--- src/rtl/math_computer_arb_pkg.sv ---
// rtl/math_computer_arb_pkg.sv - shared types and sizing for the math computer arbiter
`ifndef DATASIZE
`define DATASIZE 8
`endif

package math_computer_arb_pkg;

    typedef enum logic [1:0] {
        IDLE     = 2'd0,
        ISSUE    = 2'd1,
        WAIT_RES = 2'd2,
        DELIVER  = 2'd3
    } state_t;

    localparam int NREQ         = 2;
    localparam int DATASIZE_DEF = `DATASIZE;
    localparam int RES_W        = DATASIZE_DEF + 1;

    // Result carries the adder carry-out, so it is one bit wider than an operand.
    function automatic int res_w(input int datasize);
        return datasize + 1;
    endfunction

endpackage

--- src/rtl/rr_arbiter2.sv ---
// rtl/rr_arbiter2.sv - two-way round-robin grant: pointer wins if requesting, else the other
module rr_arbiter2 (
    input  logic [1:0] req,
    input  logic       pointer,
    output logic [1:0] grant
);

    always_comb begin
        grant = 2'b00;
        if (req[pointer]) begin
            grant[pointer] = 1'b1;
        end else if (req[~pointer]) begin
            grant[~pointer] = 1'b1;
        end
    end

endmodule

--- src/rtl/math_computer_arbiter.sv ---
// rtl/math_computer_arbiter.sv - shares one math computer between two requesters, one op in flight
`ifndef DATASIZE
`define DATASIZE 8
`endif

module math_computer_arbiter
    import math_computer_arb_pkg::*;
#(
    parameter int DATASIZE = `DATASIZE
) (
    input  logic                  clk,
    input  logic                  rst,
    input  logic [1:0]            req_valid,
    output logic [1:0]            req_ready,
    input  logic [2*DATASIZE-1:0] req_a,
    input  logic [2*DATASIZE-1:0] req_b,
    input  logic [2*DATASIZE-1:0] req_c,
    output logic [1:0]            rsp_valid,
    input  logic [1:0]            rsp_ready,
    output logic [DATASIZE:0]     rsp_result,
    output logic                  mc_valid,
    input  logic                  mc_ready,
    output logic [DATASIZE-1:0]   mc_a,
    output logic [DATASIZE-1:0]   mc_b,
    output logic [DATASIZE-1:0]   mc_c,
    input  logic                  mc_res_valid,
    output logic                  mc_res_ready,
    input  logic [DATASIZE:0]     mc_result,
    output logic                  busy
);

    localparam int RW = res_w(DATASIZE);

    state_t              state_q, state_d;
    logic                ptr_q, ptr_d;
    logic                owner_q, owner_d;
    logic [DATASIZE-1:0] a_q, a_d, b_q, b_d, c_q, c_d;
    logic [RW-1:0]       res_q, res_d;
    logic [1:0]          grant;

    rr_arbiter2 u_arb (
        .req     (req_valid),
        .pointer (ptr_q),
        .grant   (grant)
    );

    always_comb begin
        state_d = state_q;
        ptr_d   = ptr_q;
        owner_d = owner_q;
        a_d     = a_q;
        b_d     = b_q;
        c_d     = c_q;
        res_d   = res_q;
        case (state_q)
            IDLE: begin
                if (grant != 2'b00) begin
                    owner_d = grant[1];
                    a_d     = grant[1] ? req_a[DATASIZE +: DATASIZE] : req_a[0 +: DATASIZE];
                    b_d     = grant[1] ? req_b[DATASIZE +: DATASIZE] : req_b[0 +: DATASIZE];
                    c_d     = grant[1] ? req_c[DATASIZE +: DATASIZE] : req_c[0 +: DATASIZE];
                    state_d = ISSUE;
                end
            end
            ISSUE: begin
                if (mc_ready) state_d = WAIT_RES;
            end
            WAIT_RES: begin
                if (mc_res_valid) begin
                    res_d   = mc_result;
                    state_d = DELIVER;
                end
            end
            DELIVER: begin
                if (rsp_ready[owner_q]) begin
                    ptr_d   = ~owner_q;
                    state_d = IDLE;
                end
            end
            default: state_d = IDLE;
        endcase
    end

    always_ff @(posedge clk or posedge rst) begin
        if (rst) begin
            state_q <= IDLE;
            ptr_q   <= 1'b0;
            owner_q <= 1'b0;
            a_q     <= '0;
            b_q     <= '0;
            c_q     <= '0;
            res_q   <= '0;
        end else begin
            state_q <= state_d;
            ptr_q   <= ptr_d;
            owner_q <= owner_d;
            a_q     <= a_d;
            b_q     <= b_d;
            c_q     <= c_d;
            res_q   <= res_d;
        end
    end

    // req_ready is the only output fed straight from inputs, so it alone needs the reset gate.
    assign req_ready    = (state_q == IDLE && !rst) ? grant : 2'b00;
    assign mc_valid     = (state_q == ISSUE);
    assign mc_res_ready = (state_q == WAIT_RES);
    assign busy         = (state_q != IDLE);
    assign rsp_valid    = (state_q == DELIVER) ? (owner_q ? 2'b10 : 2'b01) : 2'b00;
    assign rsp_result   = (state_q == DELIVER) ? res_q : '0;
    assign mc_a         = a_q;
    assign mc_b         = b_q;
    assign mc_c         = c_q;

endmodule

--- config.mk ---
export PLATFORM = sky130hd
export DESIGN_NAME = math_computer_arbiter
export DESIGN_NICKNAME = d
export VERILOG_FILES = /design/src/rtl/math_computer_arb_pkg.sv /design/src/rtl/rr_arbiter2.sv /design/src/rtl/math_computer_arbiter.sv
export SDC_FILE = /design/constraint.sdc
export NUM_CORES = 1
export LEC_CHECK = 0
export ABC_CLOCK_PERIOD_IN_PS = 1550
export BUFFER_PORTS_ARGS = -buffer_cell sky130_fd_sc_hd__buf_4
export CORE_ASPECT_RATIO = 0.6
export CORE_UTILIZATION = 40
export DETAILED_ROUTE_END_ITERATION = 12
export PLACE_DENSITY = 0.76
export SLEW_MARGIN = 25
export SYNTH_ARGS = -nofsm -noshare
export SYNTH_HDL_FRONTEND = slang
export SYNTH_SLANG_ARGS = --single-unit
--- constraint.sdc ---
create_clock -name clk -period 1.55 [get_ports clk]
set_input_delay 0.0775 -clock clk [delete_from_list [all_inputs] [get_ports clk]]
set_output_delay 0.0775 -clock clk [all_outputs]
set_load 0.05 [all_outputs]
Yosys cells after proc, flatten, opt, wreduce, memory -nomap -nowiden
Cells that the tools add are included.
{"block": "word_totals", "memories": 0, "output_inout_bits": 40, "regBits": 37, "mem_bits_ro": 0, "latchBits": 0, "elab_cells": 56, "in_bits": 65, "ram_bits": 0}
{"block": "classes", "shifts": 0, "magnitude_cmp": 5, "reduce_logical": 11, "n_addsub": 0, "div": 0, "n_mux": 24, "bitwise_logic": 2, "n_eq_ne": 7, "multipliers": 0}
{"cell": "8-bit 2-to-1 mux", "n": 3}
{"cell": "2-bit 2-to-1 mux", "n": 9}
{"cell": "9-bit 2-to-1 mux", "n": 1}
{"cell": "1-bit 2-to-1 mux", "n": 8}
{"cell": "2-bit one-hot mux with 4 select lines", "n": 1}
{"cell": "1-bit by 2-bit < comparator with 1-bit output, second input constant", "n": 3}
{"cell": "2-bit inequality test, second input constant", "n": 3}
{"cell": "2-bit AND reduction", "n": 3}
{"cell": "2-bit == test, second input constant", "n": 2}
{"cell": "4-bit AND reduction", "n": 1}
{"cell": "2-bit nonzero test", "n": 2}
{"cell": "1-bit logical AND", "n": 3}
{"cell": "1-bit demux with 1-bit select", "n": 2}
{"cell": "2-bit by 1-bit == test with 1-bit output, second input constant", "n": 1}
{"cell": "1-bit >= comparator, second input constant", "n": 2}
{"cell": "2-bit logical NOT", "n": 1}
{"cell": "2-bit by 1-bit inequality test with 1-bit output, second input constant", "n": 1}
{"cell": "1-bit inverter", "n": 2}
{"cell": "1-bit logical NOT", "n": 1}

Longest topological paths before layout
{"block": "logic_depth", "word_depth": 10, "mapped_depth": 6, "ltp_nobuf": 5}

Hierarchy
A second synthesis with hierarchy kept.
{"block": "unflattened", "hier_cells": 168, "area_unflattened_um2": 1824.2}
{"module": "math_computer_arbiter", "cells_each": 165, "instances": 1, "seq_area_each_um2": 925.9, "area_each_um2": 1805.5}
{"module": "rr_arbiter2", "cells_each": 3, "instances": 1, "seq_area_each_um2": 0.0, "area_each_um2": 18.8}

Worst setup path after synthesis
Ideal clock, no wire load.
{"block": "synth_path", "path_kind": "flip-flop to output port", "start": "reg state_q[0]", "end": "out req_ready[1]", "t_required_ns": 1.472, "arrival_ns": 2.541, "path_stages_with_launch": 5, "path_buffers": 0, "path_slack_ns": -1.069, "cell_sequence": "dfrtp_1 inv_1 ha_1 inv_1 nor4_1"}
{"block": "synth_via", "elab_chain_len": 3}
{"item": "start: declaration", "line_no": "math_computer_arbiter.sv:34", "source": "state_t state_q, state_d;"}
{"item": "start signal: assignment", "line_no": "math_computer_arbiter.sv:94", "source": "state_q <= state_d;"}
{"item": "2-bit logical NOT", "line_no": "math_computer_arbiter.sv:105", "source": "assign req_ready = (state_q == IDLE && !rst) ? grant : 2'b00;"}
{"item": "1-bit logical AND", "line_no": "math_computer_arbiter.sv:105"}
{"item": "2-bit 2-to-1 mux", "line_no": "math_computer_arbiter.sv:105"}
{"item": "end: declaration", "line_no": "math_computer_arbiter.sv:14", "source": "output logic [1:0] req_ready,"}
No other way between the ends.

Final worst setup path
{"block": "layout_path", "start": "reg state_q[1]", "end": "reg state_q[1]"}
{"block": "layout_via", "elab_chain_len": 3, "elab_cells_between_ends": 10, "classes_between": "eq/ne: 7; mux: 1; reduce/logical: 2"}
{"item": "2-bit == test, or another cell as far along", "line_no": "math_computer_arbiter.sv:55", "source": "case (state_q)"}
{"item": "2-bit inequality test (no line) / 2-bit by 1-bit inequality test with 1-bit output (equally long branches)"}
{"item": "4-bit AND reduction (no line)"}
Parallel ways exist; a longest one is shown, timed or not.
A chain may end at the register's enable or synchronous reset.

==> results.md <==
- Status: finished with violations
- Failing checks: setup timing
- Vias in the first global route: 1766
- Minimum clock period: 1.69 ns
- CP max stage cell: dfrtp_1
- Post-Syn Instances: 200
- Peak supply drop: 1420 uV
- Post-DRT Antenna Nets: 0
- Area grow syn2layout: 71.5%
- Gr ovfl total: 0
- Top cells by area, synth: dfrtp_1 48%, nand3b_1 9.3%, a31oi_1 7.7%
- Register area share after synthesis: 47.6%
- Via density per instance: between 5 and 6
- Clock transition at path regs: 0.07 ns
- WL per Instance: around 15 um
- Critical path launch point: state_q[1]
- CP max FO: 2
- Critical path arrival: 1.86 ns
- Buf/Inv on CP: 2
- Max Clock Skew: between 0.002 and 0.0025 ns
- Antenna cells: 0
- I/O pins: ~110
- Pins Over Slew Limit: 0
- Post-route DRC: 0
- Synth Area in Simple Gates: 20.9%
- Crit path cell chain: buf_6 > buf_6 > ha_4 > nor2b_4 > a2111oi_4 > mux2_4
- Root Driver: clkbuf_8
- Yosys Warn Count: 0
- Core Rows: 19
- Post-synth top area cell: dfrtp_1
- Reg2Reg Launch Point: state_q[1]
- Starting Density: 42.1%
- Post-Place Cell Area: 2980 sq um
- PortBufs: between 100 and 150
- Longest Clk Path Bufs: 2
- Syn nets: 270
- First-pass GRT wire length: 8710 um
- CP required: 1.72 ns
- Place WS: -0.0744 ns
- GPL Wtd Cong: a little under 0.8
- Cell Area, Synth: 1940 sq um
- Final worst slack: -0.145 ns
- Drt first pass iters: 4
- Worst setup path end: state_q[1]
- Cell variety after synth: 27
- Max-cap violations: 0
- Final hold viol count: 0
- FMAX: 0.590 GHz
- Largest family of logic cells by synthesized area: simple AND/OR/NAND/NOR gates
- DP Wirelength: 3910 um
- H-tree depth: 2
- Nets: slightly below 400
- Share of layout cells above drive strength 1: 54.1%
- Chip height: 56.0 um
- Mean post-synth cell area: 9.72 sq um
- Die area: 5150 sq um
- Mux cell area share after synthesis: 7.02%
- # fillers: 353
- R2R depth: 6
- Initial antenna violation count: 0
- Num CTS Buffers: 5
- Lkg Pwr: around 1.5 nW
- Die width: roughly 90 um
- Pwr per Cell Area: 2230 nW/um^2
- Hold Path Class: in -> reg
- Clock Latency Late Sink: 0.28 ns
- Register bit total from synthesis: 37
- Startpoint types: flop
- Final setup TNS: -0.394 ns
- Tot GR Track Use: between 20 and 25%
- Synth Area in XOR/XNOR: 0%
- Slowest cell delay on critical path: 0.41 ns
- Final hold slack: around 0.024 ns
- Initial detailed-routing violation count: 96
- Area share of the largest cell type after synthesis: 47.6%
- Drt total wl: 5620 um
- Largest net degree at the start of global routing: 50
- WP depth: 6
- CP endpoint kind: flop
- CP delay by family, top: flip-flops
- Max_slew headroom: 67.4%
- Setup violators final: 5
- R2R setup slack: -0.14 ns
- Adder-cell share of the synthesized area: under 10%
- Final Cycle Share: 109%
- Via Count: 1957
- FF-to-FF End: state_q[1]
- Crit Path Class: reg -> reg
- RSZ-0062 raised after global routing: true
- Compound-cell area share of the yosys netlist: 16.9%
- Finished Cell Area: 3330 sq um
- # clock sinks: 37
- Critical Path Most Common Cell: buf_6
- CTS tree: yes
- Slew @ Worst Pin: 0.489 ns
- Core area: 4610 sq um
==> cells in the mapped netlist <==
cell type and count:
mux2i_1 2, and2b_1 1, ha_1 5, o31ai_1 1, o21a_1 1, nand3b_1 24, and2_2 1, and2_1 9
mux2_4 1, and2b_2 2, nor2_1 25, clkbuf_1 10, dfrtp_1 37, a21oi_1 2, nand2_1 5, buf_1 2
mux2_2 9, nor2b_1 1, nor3b_1 1, a31oi_1 24, inv_1 5, o21ai_1 6, o21ai_0 19, buf_2 4
nor4_1 1, nand3_1 1, a2111oi_4 1
==> worst min-delay path by stage <==
| stage | slack [ns] | startpoint | depth (start not counted) | endpoint |
|---|---|---|---|---|
| after floorplan | 0.04 | rst | 1 | mc_a[0] |
| after global placement | 0.29 | rst | 3 | mc_c[1] |
| after detailed placement | 0.29 | rst | 3 | mc_c[1] |
| after CTS | 0.01 | mc_result[3] | 2 | res_q[3] |
| after global routing | 0.01 | mc_result[1] | 2 | res_q[1] |
| final | 0.02 | mc_result[3] | 2 | res_q[3] |
==> where the power goes <==
part / internal (mW) / switching (mW)
Combinational: 2.11 / 2.88
Clock: 0.351 / 0.333
Sequential: 1.46 / 0.282
==> final cells by class <==
cell class	count	area (sq um)	area share, %
repair buffers	129	1140	34.4
multi-input cells	142	1070	32.0
flip-flops and latches	37	926	27.8
clock buffers	6	82.6	2.48
well taps	63	78.8	2.37
inverters	5	26.3	0.789
clock inverters	1	7.51	0.225
==> metal layers <==
| layer | part of all wire (%) | GRT usage, % |
|---|---|---|
| met2 | 47 | 34.3 |
| met4 | 0.80 | 6.03 |
| met3 | 6.4 | 6.42 |
| met5 | 0 | 0 |
| met1 | 46 | 30.0 |
==> cells by family (layout without fill, tap and decap cells) <==
logic type               count (synthesis)  in the layout
AND/OR/NAND/NOR                         71             71
AO/OA/AOI/OAI                           54             54
flip-flops                              37             37
buffers and inverters                   21            141
multiplexers                            12             12
adder cells (fa/ha/maj)                  5              5
==> layout by cell type, fill, tap and decap left out, drive strengths merged <==
master	netlist	layout
nor2	25	25
mux2	10	10
mux2i	2	2
dfrtp	37	37
a21oi	2	2
o21ai	25	25
nand2	5	5
inv	5	3
clkinvlp	0	3
and2	10	10
buf	6	126
a2111oi	1	1
ha	5	5
dlygate4sd3	0	1
nand3	1	1
clkbuf	10	8
a31oi	24	24
o21a	1	1
nor3b	1	1
o31ai	1	1
nor2b	1	1
nor4	1	1
and2b	3	3
nand3b	24	24
==> registers in the layout (all words and copies together) (netlist names) <==
name,flops
mc_a,8
mc_b,8
mc_c,8
owner_q,1
ptr_q,1
res_q,9
state_q,2
==> timing repair <==
item | CTS | global route
endpoints found under the setup margin | 14 | 42
pin swaps | 3 | 3
resized for setup | 24 | 22
hold buffers | 1 | 0
hold endpoints to repair | 37 | 0
cloned | 0 | 2
buffers inserted | 7 | 2
==> through the flow <==
stage               util, %  cells  power [mW]
floorplan                 -    200        4.70
global route           72.2    383        7.84
CTS                    69.9    381        7.12
detailed placement     64.5    366        6.07
finish                 72.2    383        7.42
global placement       64.5    366        5.98
(Power assumes the default switching activity.)
